### src/rtl/memory_access_pkg.sv
// Shared types for the byte-serial memory access unit.
// FSM states, transfer direction and word geometry.
package memory_access;

  typedef enum logic [1:0] {
    Idle,
    Transfer,
    Done
  } memory_access_state_t;

  typedef enum logic {
    Read,
    Write
  } memory_direction_t;

  localparam int BYTES_PER_WORD = 4;

endpackage

### src/rtl/memory_access_unit.sv
// Splits a 32-bit load/store into four byte transfers on an 8-bit bus.
// Stalls the core while busy and assembles load data little-endian.
module memory_access_unit
  import memory_access::*;
#(
  parameter int DATA_WIDTH     = 32,
  parameter int BYTE_WIDTH     = 8,
  parameter int ADDRESS_WIDTH  = 16,
  parameter int TIMEOUT_CYCLES = 255
) (
  input  logic                     clock,
  input  logic                     reset,
  input  logic                     request_valid,
  input  logic                     memory_write,
  input  logic                     memory_read,
  input  logic [ADDRESS_WIDTH-1:0] address,
  input  logic [DATA_WIDTH-1:0]    write_data,
  output logic                     busy,
  output logic                     done,
  output logic                     error,
  output logic [DATA_WIDTH-1:0]    read_data,
  output logic                     bus_request,
  output logic                     bus_write,
  output logic [ADDRESS_WIDTH-1:0] bus_address,
  output logic [BYTE_WIDTH-1:0]    bus_write_data,
  input  logic                     bus_acknowledge,
  input  logic [BYTE_WIDTH-1:0]    bus_read_data
);

  localparam int IW = $clog2(BYTES_PER_WORD);
  localparam int TW = $clog2(TIMEOUT_CYCLES + 1);
  localparam logic [IW-1:0] LAST_IDX = IW'(BYTES_PER_WORD - 1);
  localparam logic [TW-1:0] TMO_LAST = TW'(TIMEOUT_CYCLES - 1);

  memory_access_state_t     state_q, state_d;
  memory_direction_t        dir_q, dir_d;
  logic [ADDRESS_WIDTH-1:0] addr_q, addr_d;
  logic [DATA_WIDTH-1:0]    wdata_q, wdata_d;
  logic [DATA_WIDTH-1:0]    rdata_q, rdata_d;
  logic [IW-1:0]            idx_q, idx_d;
  logic [TW-1:0]            tmo_q, tmo_d;
  logic                     error_q, error_d;

  always_ff @(posedge clock or posedge reset) begin
    if (reset) begin
      state_q <= Idle;
      dir_q   <= Read;
      addr_q  <= '0;
      wdata_q <= '0;
      rdata_q <= '0;
      idx_q   <= '0;
      tmo_q   <= '0;
      error_q <= 1'b0;
    end else begin
      state_q <= state_d;
      dir_q   <= dir_d;
      addr_q  <= addr_d;
      wdata_q <= wdata_d;
      rdata_q <= rdata_d;
      idx_q   <= idx_d;
      tmo_q   <= tmo_d;
      error_q <= error_d;
    end
  end

  always_comb begin
    state_d = state_q;
    dir_d   = dir_q;
    addr_d  = addr_q;
    wdata_d = wdata_q;
    rdata_d = rdata_q;
    idx_d   = idx_q;
    tmo_d   = tmo_q;
    error_d = error_q;
    unique case (state_q)
      Idle: begin
        if (request_valid) begin
          addr_d  = address;
          wdata_d = write_data;
          error_d = 1'b0;
          idx_d   = '0;
          tmo_d   = '0;
          // write wins when both direction bits are set
          if (memory_write) begin
            dir_d   = Write;
            state_d = Transfer;
          end else if (memory_read) begin
            dir_d   = Read;
            state_d = Transfer;
          end else begin
            state_d = Done;
          end
        end
      end
      Transfer: begin
        if (bus_acknowledge) begin
          if (dir_q == Read)
            rdata_d[int'(idx_q)*BYTE_WIDTH +: BYTE_WIDTH] = bus_read_data;
          tmo_d = '0;
          if (idx_q == LAST_IDX) state_d = Done;
          else idx_d = idx_q + IW'(1);
        end else if (tmo_q == TMO_LAST) begin
          // abandon remaining bytes; written bytes stay written
          state_d = Done;
          error_d = 1'b1;
          tmo_d   = '0;
        end else begin
          tmo_d = tmo_q + TW'(1);
        end
      end
      Done: begin
        state_d = Idle;
        idx_d   = '0;
      end
      default: state_d = Idle;
    endcase
  end

  always_comb begin
    busy           = (state_q != Idle);
    done           = (state_q == Done);
    error          = error_q;
    read_data      = rdata_q;
    bus_request    = (state_q == Transfer);
    bus_write      = 1'b0;
    bus_address    = '0;
    bus_write_data = '0;
    if (state_q == Transfer) begin
      bus_write      = (dir_q == Write);
      bus_address    = addr_q + ADDRESS_WIDTH'(idx_q);
      bus_write_data = wdata_q[int'(idx_q)*BYTE_WIDTH +: BYTE_WIDTH];
    end
  end

endmodule

### config.mk
export PLATFORM = sky130hd
export DESIGN_NAME = memory_access_unit
export DESIGN_NICKNAME = d
export VERILOG_FILES = /design/src/rtl/memory_access_pkg.sv /design/src/rtl/memory_access_unit.sv
export SDC_FILE = /design/constraint.sdc
export NUM_CORES = 1
export LEC_CHECK = 0
export ABC_AREA = 1
export CORE_ASPECT_RATIO = 1.75
export CORE_MARGIN = 2
export CORE_UTILIZATION = 25
export CTS_CLUSTER_DIAMETER = 200
export DETAILED_ROUTE_END_ITERATION = 12
export GPL_TIMING_DRIVEN = 0
export PLACE_DENSITY = 0.47
export SKIP_CTS_REPAIR_TIMING = 1
export SLEW_MARGIN = 20
export SYNTH_ARGS = -nofsm -noshare
export SYNTH_HDL_FRONTEND = slang
export SYNTH_SLANG_ARGS = --single-unit
### constraint.sdc
create_clock -name clock -period 7.8 [get_ports clock]
set_input_delay 1.56 -clock clock [delete_from_list [all_inputs] [get_ports clock]]
set_output_delay 1.56 -clock clock [all_outputs]
set_load 0.05 [all_outputs]
==> run summary <==
* Max Buffers Root-to-Sink: 2
* number of synthesized register bits: 94
* Skew-Pair Late Insertion Delay: 0.33 ns
* CTS sink cnt: 94
* Die Span X: 109 um
* global route total overflow: 0
* Slew HR: 50.9%
* unrepaired setup endpoints after global routing: no
* initial standard-cell utilization of the core: 25.3%
* dominant cell type by area after synthesis: dfrtp_1
* register area: 2350 um^2
* max frequency: 228 MHz
* class of the most critical hold timing path: flop to flop
* Min Clock Period, post-route: 4.39 ns
* worst vdd rail ir drop: 0.161 mV
* y dimension of the die: 188 um
* number of nets at the end of the flow: 822
* Ports: 123
* vias in the first global route: 4565
* pins over their slew limit: 0
* number of library cell types mapped by synthesis: 26
* Core Footprint: 19100 um^2
* number of placed instances with taps included: 980
* filler cell count in the final layout: 2043
* Final Routed Wirelength: 14.9 mm
* number of core rows: 67
* antenna diode count: 0
* skew final: 0.00767 ns
* Iter 0 DRT Violations: 177
* Global Route Usage Sum: 15.1%
* startpoint type of the worst setup path: flop
* status: finished clean
* share of post-route cells with drive strength above 1: 8.87%
* number of max-cap violations: 0
* post-detailed-placement half-perimeter wirelength: 11.9 mm
* final design instance area without fill: 6720 um^2
* area fraction of the dominant cell type after synthesis: 48.6%
* die outline area: 20500 um^2
* transition time at the pin with the least slew margin: 0.736 ns
* average cell area after synthesis: 7.86 um^2
* critical path's largest stage delay: 0.82 ns
* required time at the endpoint of the critical path: 6.24 ns
* antenna violations before repair: 0
* clock transition at the registers of the reported paths: 0.07 ns
* type of the setup path with the least slack: flop to output port
* first-pass GRT wire length: 23.7 mm
* proportion of register bits with asynchronous set or reset after synthesis: 100%
* Most common cell on crit path: nand2_1
* worst-path fanout max: 4
* via count of the routed design: 4444
* leading cell types by count after synthesis: 194 x nand2_1, 94 x dfrtp_1, 64 x inv_1, 56 x nor2_1, 53 x o21ai_0
* most common cell in the netlist: nand2_1
* period utilisation layout: 56.3%
* crit path cell chain: ha_1, fa_1, nand2_1, nor2_1, nand2_1, o21ai_0, a21oi_1, clkdlybuf4s50_1
* CTS tree: done
* post-route insts no fill: 996
* net count after synthesis: 688
* GPL Wtd Cong: 0.907
* largest net degree at the start of global routing: 76
* flip-flop cell with the highest count after synthesis: dfrtp_1
* Lkg Pwr: 3.06 nW
* number of flops mapped to enable cells by yosys: 0
* Worst setup EP type: output port
* Wirelength per Cell: 15.0 um
* DRT Pass-1 Iters: 4
* DRC viols: 0
* dpl cell area: 6400 um^2
* largest cells by area after synthesis: dfrtp_1 49%, nand2_1 15%, o21ai_0 5.5%
* number of standard cells after synthesis: 616
* clock tree root driver cell: clkbuf_16
* count of buffers inserted at the top-level ports: 122
* area of the mapped netlist: 4840 um^2
* count of warnings emitted by yosys: 0
* part of the Yosys area used for sequential elements: 48.6%
* data arrival time of the critical path: 2.83 ns
* Pwr Density: 375 nW/um^2
* ANT nets after route: 0
* synthesis-to-layout area growth: 38.7%
* Hold Violations, Final: 0
* Vias/cell: 4.46
* multi-input logic area: 2090 um^2
* cell with the largest stage delay on the worst path: clkdlybuf4s50_1
* setup_tns: 0 ns
* Tot Pwr: 2.52 mW
* CTS Buf Count: 9
* final setup violation count: 0
* H-Tree Level Count: 3
-- where the power goes --
group	internal, mW	switching (mW)	leakage (nW)
Sequential	0.654	0.114	1.22
Combinational	0.394	0.888	1.69
Clock	0.283	0.190	0.150
-- path summary, 6_finish.rpt --
| kind | startpoint | to | slack, ns | depth (start not counted) |
|---|---|---|---|---|
| max | idx_q[0]$_DFFE_PP0P_ | bus_address[8] | 3.41 | 8 |
| min | dir_q$_DFFE_PP0P_ | dir_q$_DFFE_PP0P_ | 0.47 | 2 |
| max reg2reg | idx_q[1]$_DFFE_PP0P_ | read_data[20]$_DFFE_PP0P_ | 5.22 | 9 |
| min reg2reg | dir_q$_DFFE_PP0P_ | dir_q$_DFFE_PP0P_ | 0.47 | 2 |
| max in group asynchronous | reset | wdata_q[21]$_DFFE_PP0P_ | 5.64 | 3 |
| min in group asynchronous | reset | read_data[4]$_DFFE_PP0P_ | 1.53 | 2 |
-- worst max-delay path: cells and delay by family, from the launching register on --
family / cells / cell delay, ns
fa+ha+maj: 2 / 0.62
buf+inv: 1 / 0.82
flops: 1 / 0.44
simple gates: 3 / 0.33
compound gates: 2 / 0.29
-- through the flow --
step	hold WS, ns	setup WS (ns)	util (%)
after floorplan	0.442	3.79	-
after global placement	0.464	2.18	33.3
after detailed placement	0.458	3.81	33.5
after CTS	0.476	3.41	35.2
after global routing	0.505	3.20	35.2
final	0.472	3.41	35.2
-- final cells by class --
class | instances | share of cell area (%)
inverter | 68 | 3.95
sequential | 94 | 35.0
clock inverter | 6 | 1.38
timing repair buffer | 123 | 18.6
tap | 241 | 4.49
buffer | 25 | 2.14
clock buffer | 10 | 3.41
multi-input combinational | 429 | 31.1
-- cells in the final DEF (no fill, tap or decap), types with 9 or more instances in the layout --
cell type and instances:
clkbuf_1 14, ha_1 9, o21ai_2 25, nand3_1 38, a21oi_1 24, inv_1 63, dfrtp_1 94, clkdlybuf4s50_1 122
nor2_1 56, o21ai_0 53, clkbuf_16 9, nand2_1 194
-- routing by layer --
layer	global-route usage [%]	up-vias	share of wire (%)
li1	-	2220	-
met1	16.0	2080	37
met4	5.94	0	3.1
met2	28.7	121	56
met5	0	-	0
met3	2.50	23	3.7
-- registers in the layout (all words and copies together) (netlist names) --
register   count
state_q        2
addr_q        16
idx_q          2
tmo_q          8
error          1
read_data     32
wdata_q       32
dir_q          1
-- kinds of logic after synthesis --
kind of cell,count (synthesis),synth area share (%)
and+or+nand+nor,304,25.9
AOI/OAI and AO/OA,113,14.1
DFF,94,48.6
buffers and inverters,93,8.34
adders and majority gates,10,2.74
xor gates and xnor gates,2,0.362
Note: power is estimated with default switching activity, not from simulation.
==> variant 1, RTL diff (config.mk and constraints unchanged) <==
Set the package constant `BYTES_PER_WORD` to 2 (it was 4).
--- a/src/rtl/memory_access_pkg.sv
+++ b/src/rtl/memory_access_pkg.sv
@@ -14,5 +14,5 @@
   } memory_direction_t;
 
-  localparam int BYTES_PER_WORD = 4;
+  localparam int BYTES_PER_WORD = 2;
 
 endpackage
Function: changed (Yosys sat finds a counterexample within 4 cycles, from zero or initial values and one cycle with reset high).
==> variant 1 against the original RTL <==
Synthesized area decreased by 36%. Final cell count shrank 35%. First-iteration DRC count shrank 66%. Total power is 21% lower. Design area down 32%. Global-route usage down 1.2 points. Core utilization up 2.9 points. Worst setup slack improved by 160 ps. Wire length decreased by 42%. Sequential share of layout area fell by 1.8 points. Clock power down 18%. Sequential cell count decreased by 33. Sequential power shrank 28%.
==> variant 1: results (changes against the original RTL) <==
global routing usage on met2=25.79% (was 28.71%); vias in the first global route=2927 (was 4565); WL met1=3266 um (was 5602 um); Final HPWL DP=6672 um (was 11860 um); DP Cell Count=630 (was 980); top post-synthesis cells by area=dfrtp_1, mux2_2, nand2_1, nor2_1, a21oi_1 (was dfrtp_1, nand2_1, o21ai_0, inv_1, o21ai_2); outcome=finished, final reports clean (unchanged); CTS clk-pin slew, worst paths=60 ps; DR iter-0 viols=60 (was 177); post-synthesis sequential area ratio=49.17% (was 48.57%); Avg Cell Area, Syn=8.647 um^2 (was 7.863 um^2); post-synthesis adder-cell area fraction=1.612% (was 2.738%); WL met2=4846 um (was 8317 um); worst slack, placed=3907 ps (was 3809 ps); post-layout util=38.04% (was 35.16%); routed wire length=8690 um (was 14940 um); initial antenna violation count=0 (unchanged); Rel. slew slack=62.28% (was 50.93%); share of layout cells above drive strength 1=14.55% (was 8.874%); post-synthesis compound-gate area fraction=9.956% (was 14.08%); largest net degree at the start of global routing=45 (was 76); placer congestion estimate=0.7827 (was 0.9065); Vias=2758 (was 4444); WHS Path Cells=2 (unchanged); Met3 Wirelength=473 um (was 558 um); vias per cell=4.269 (was 4.462); first-pass GRT wire length=14050 um (was 23690 um); multiplexer area fraction after synthesis=8.706% (was 0%); crit-path max FO=6 (was 4); Leak Pwr=2.080 nW (was 3.056 nW); Crit path arrival time=2670 ps (was 2830 ps); Synth Flop Type=dfrtp_1 (unchanged); Total Routing Usage GR=13.89% (was 15.11%); crit-path max cell delay=800 ps (was 820 ps); GR Util met3=3.978% (was 2.503%); GR Layer Usage met1=14.25% (was 16.00%); worst r2r path cells=7 (was 9); distinct cell type count after synthesis=29 (was 26); Clock Path Buffers=2 (unchanged); warnings from Yosys=0 (unchanged); Top delay family on crit path=buffers and inverters (unchanged); main combinational cell family by area after synthesis=simple AND/OR/NAND/NOR gates (unchanged); DP Area=4298 um^2 (was 6399 um^2); Fillers=1258 (was 2043); Internal Dissipation=0.001068 W (was 0.001331 W); Fin Clk Skew=6.191 ps (was 7.668 ps); Worst IR Drop VDD=0.1881 mV (was 0.1611 mV); Buffers on Ports=90 (was 122); slowest CP cell=clkdlybuf4s50_1 (unchanged); fin nets=542 (was 822); Post-synth top cells=nand2_1, dfrtp_1, nor2_1 (was nand2_1, dfrtp_1, inv_1); XOR/XNOR share of the synthesized area=0.8464% (was 0.3617%); clock root buffer master=clkbuf_16 (unchanged)
variant 1: power by group through the flow:
stage	logic, W	registers [W]	clock network (W)
floorplan	0.000607	0.000668	0
global placement	0.00106	0.000550	0
detailed placement	0.00107	0.000552	0
CTS	0.00108	0.000549	0.000404
global route	0.00115	0.000570	0.000414
finish	0.00106	0.000549	0.000390
variant 1: area by class of cell:
class                   count  area share [%]
clock buffers              10           4.988
plain buffers              26           3.925
flip-flops and latches     61           33.25
well taps                 165           4.497
inverters                  37           3.080
repair buffers             91           20.22
clock inverters             6           1.390
multi-input cells         250           28.65
variant 1: path summary, 6_finish.rpt:
kind	slack [ps]	start	endpoint
max	3570	idx_q	bus_address[15]
min	490	read_data[5]	read_data[5]
max reg2reg	6230	idx_q	read_data[0]
min reg2reg	490	read_data[5]	read_data[5]
max in group asynchronous	5760	reset	tmo_q[4]
min in group asynchronous	1530	reset	read_data[13]
==> variant 2, RTL diff (same settings) <==
Made on the original files. Re-encode `memory_access_state_t` (3 states) as one-hot, 3 bits wide.
--- a/src/rtl/memory_access_pkg.sv
+++ b/src/rtl/memory_access_pkg.sv
@@ -3,8 +3,8 @@
 package memory_access;
 
-  typedef enum logic [1:0] {
-    Idle,
-    Transfer,
-    Done
+  typedef enum logic [2:0] {
+    Idle     = 3'b001,
+    Transfer = 3'b010,
+    Done     = 3'b100
   } memory_access_state_t;
 
Function: same outputs for any inputs over 4 cycles, from zero or initial values and one cycle with reset high; so few cycles prove little.
==> variant 2 against the original RTL <==
Worst setup slack worse by 140 ps. Clock skew grew 4.7 ps. Sequential share of layout area increased by 0.21 points. Total power is 15% lower. Wire length increased by 3.5%. Sequential cell count rose by 1. Design area rose by 0.50%. Worst hold slack improved by 7.3 ps. Synthesized cell count rose by 1.8%. Fmax is 3.1% lower. Synthesized area increased by 0.88%. Critical path type unchanged. Largest cell class unchanged.
==> variant 2: results (changes against the original RTL) <==
Worst IR Drop VDD=0.1914 mV (was 0.1611 mV); first-pass GRT wire length=24400 um (was 23690 um); Clk pwr share=21.9% (was 18.8%); Worst Tran Pin Value=597.6 ps (was 736.0 ps); Total Routing Usage GR=15.25% (was 15.11%); Seq group=0.000745 W (was 0.000767 W); WL met1=6308 um (was 5602 um); Met3 Wirelength=717 um (was 558 um); largest net degree at the start of global routing=73 (was 76); outcome=finished, final reports clean (unchanged); Post-synth top cells=nand2_1, dfrtp_1, o21ai_0 (was nand2_1, dfrtp_1, inv_1); share of layout cells above drive strength 1=6.266% (was 8.874%); Crit path arrival time=2970 ps (was 2830 ps); Leak Pwr=3.118 nW (was 3.056 nW); placer congestion estimate=0.8536 (was 0.9065); WL met2=8184 um (was 8317 um); reg2reg setup slack=5140 ps (was 5220 ps); distinct cell type count after synthesis=35 (was 26); GR Layer Usage met1=18.14% (was 16.00%); GR Util met3=2.203% (was 2.503%); post-synth net total=699 (was 688); Vias=4518 (was 4444); global routing usage on met2=27.73% (was 28.71%); Switch Pwr=0.0009372 W (was 0.001192 W); Fin Clk Skew=12.36 ps (was 7.668 ps); Final HPWL DP=11850 um (was 11860 um)
-- variant 2: cell types whose count changed after synthesis, moves of 4 or more --
cell,change
a21oi_1,+4
clkbuf_1,-6
inv_1,-5
nand2_1,+8
nand2_2,-4
nand2_4,-4
nand3_1,-4
nor3_1,+9
o21ai_0,+15
o21ai_1,+5
o21ai_2,-25
-- variant 2: cell families (layout without fill, tap and decap cells) --
kind of cell	Yosys count	count (layout)	share of synthesized area (%)
compound gates	116	116	12.57
flops	95	95	48.68
fa+ha+maj	10	10	2.715
xor+xnor	3	3	0.5379
simple gates	315	315	27.76
buf+inv	88	227	7.733
-- variant 2: area by class of cell --
type	count	share of cell area (%)
Buffer	24	2.038
Clock buffer	9	3.335
Clock inverter	7	1.297
Inverter	64	3.631
Multi-Input combinational cell	444	31.53
Sequential cell	95	35.22
Tap cell	241	4.465
Timing Repair Buffer	123	18.49
-- variant 2: worst paths after layout --
check,startpoint,endpoint,depth (start not counted)
setup / recovery,idx_q[0],bus_address[12],10
hold / removal,dir_q,dir_q,2
setup reg to reg,idx_q[1],read_data[16],10
hold reg to reg,dir_q,dir_q,2
max in group asynchronous,reset,state_q[0],3
min in group asynchronous,reset,read_data[11],2
-- variant 2: metrics by stage --
stage | hold slack [ps] | cells | instance area, um^2 | power, W | setup WS (ps)
after floorplan | 441.9 | 627 | 4886 | 0.001371 | 3765
after global placement | 465.4 | 990 | 6409 | 0.001667 | 2060
final | 479.6 | 1007 | 6754 | 0.002133 | 3272
after global routing | 508.4 | 1007 | 6754 | 0.002290 | 3053
after CTS | 485.5 | 1007 | 6754 | 0.002161 | 3225
after detailed placement | 466.6 | 991 | 6441 | 0.001682 | 3615
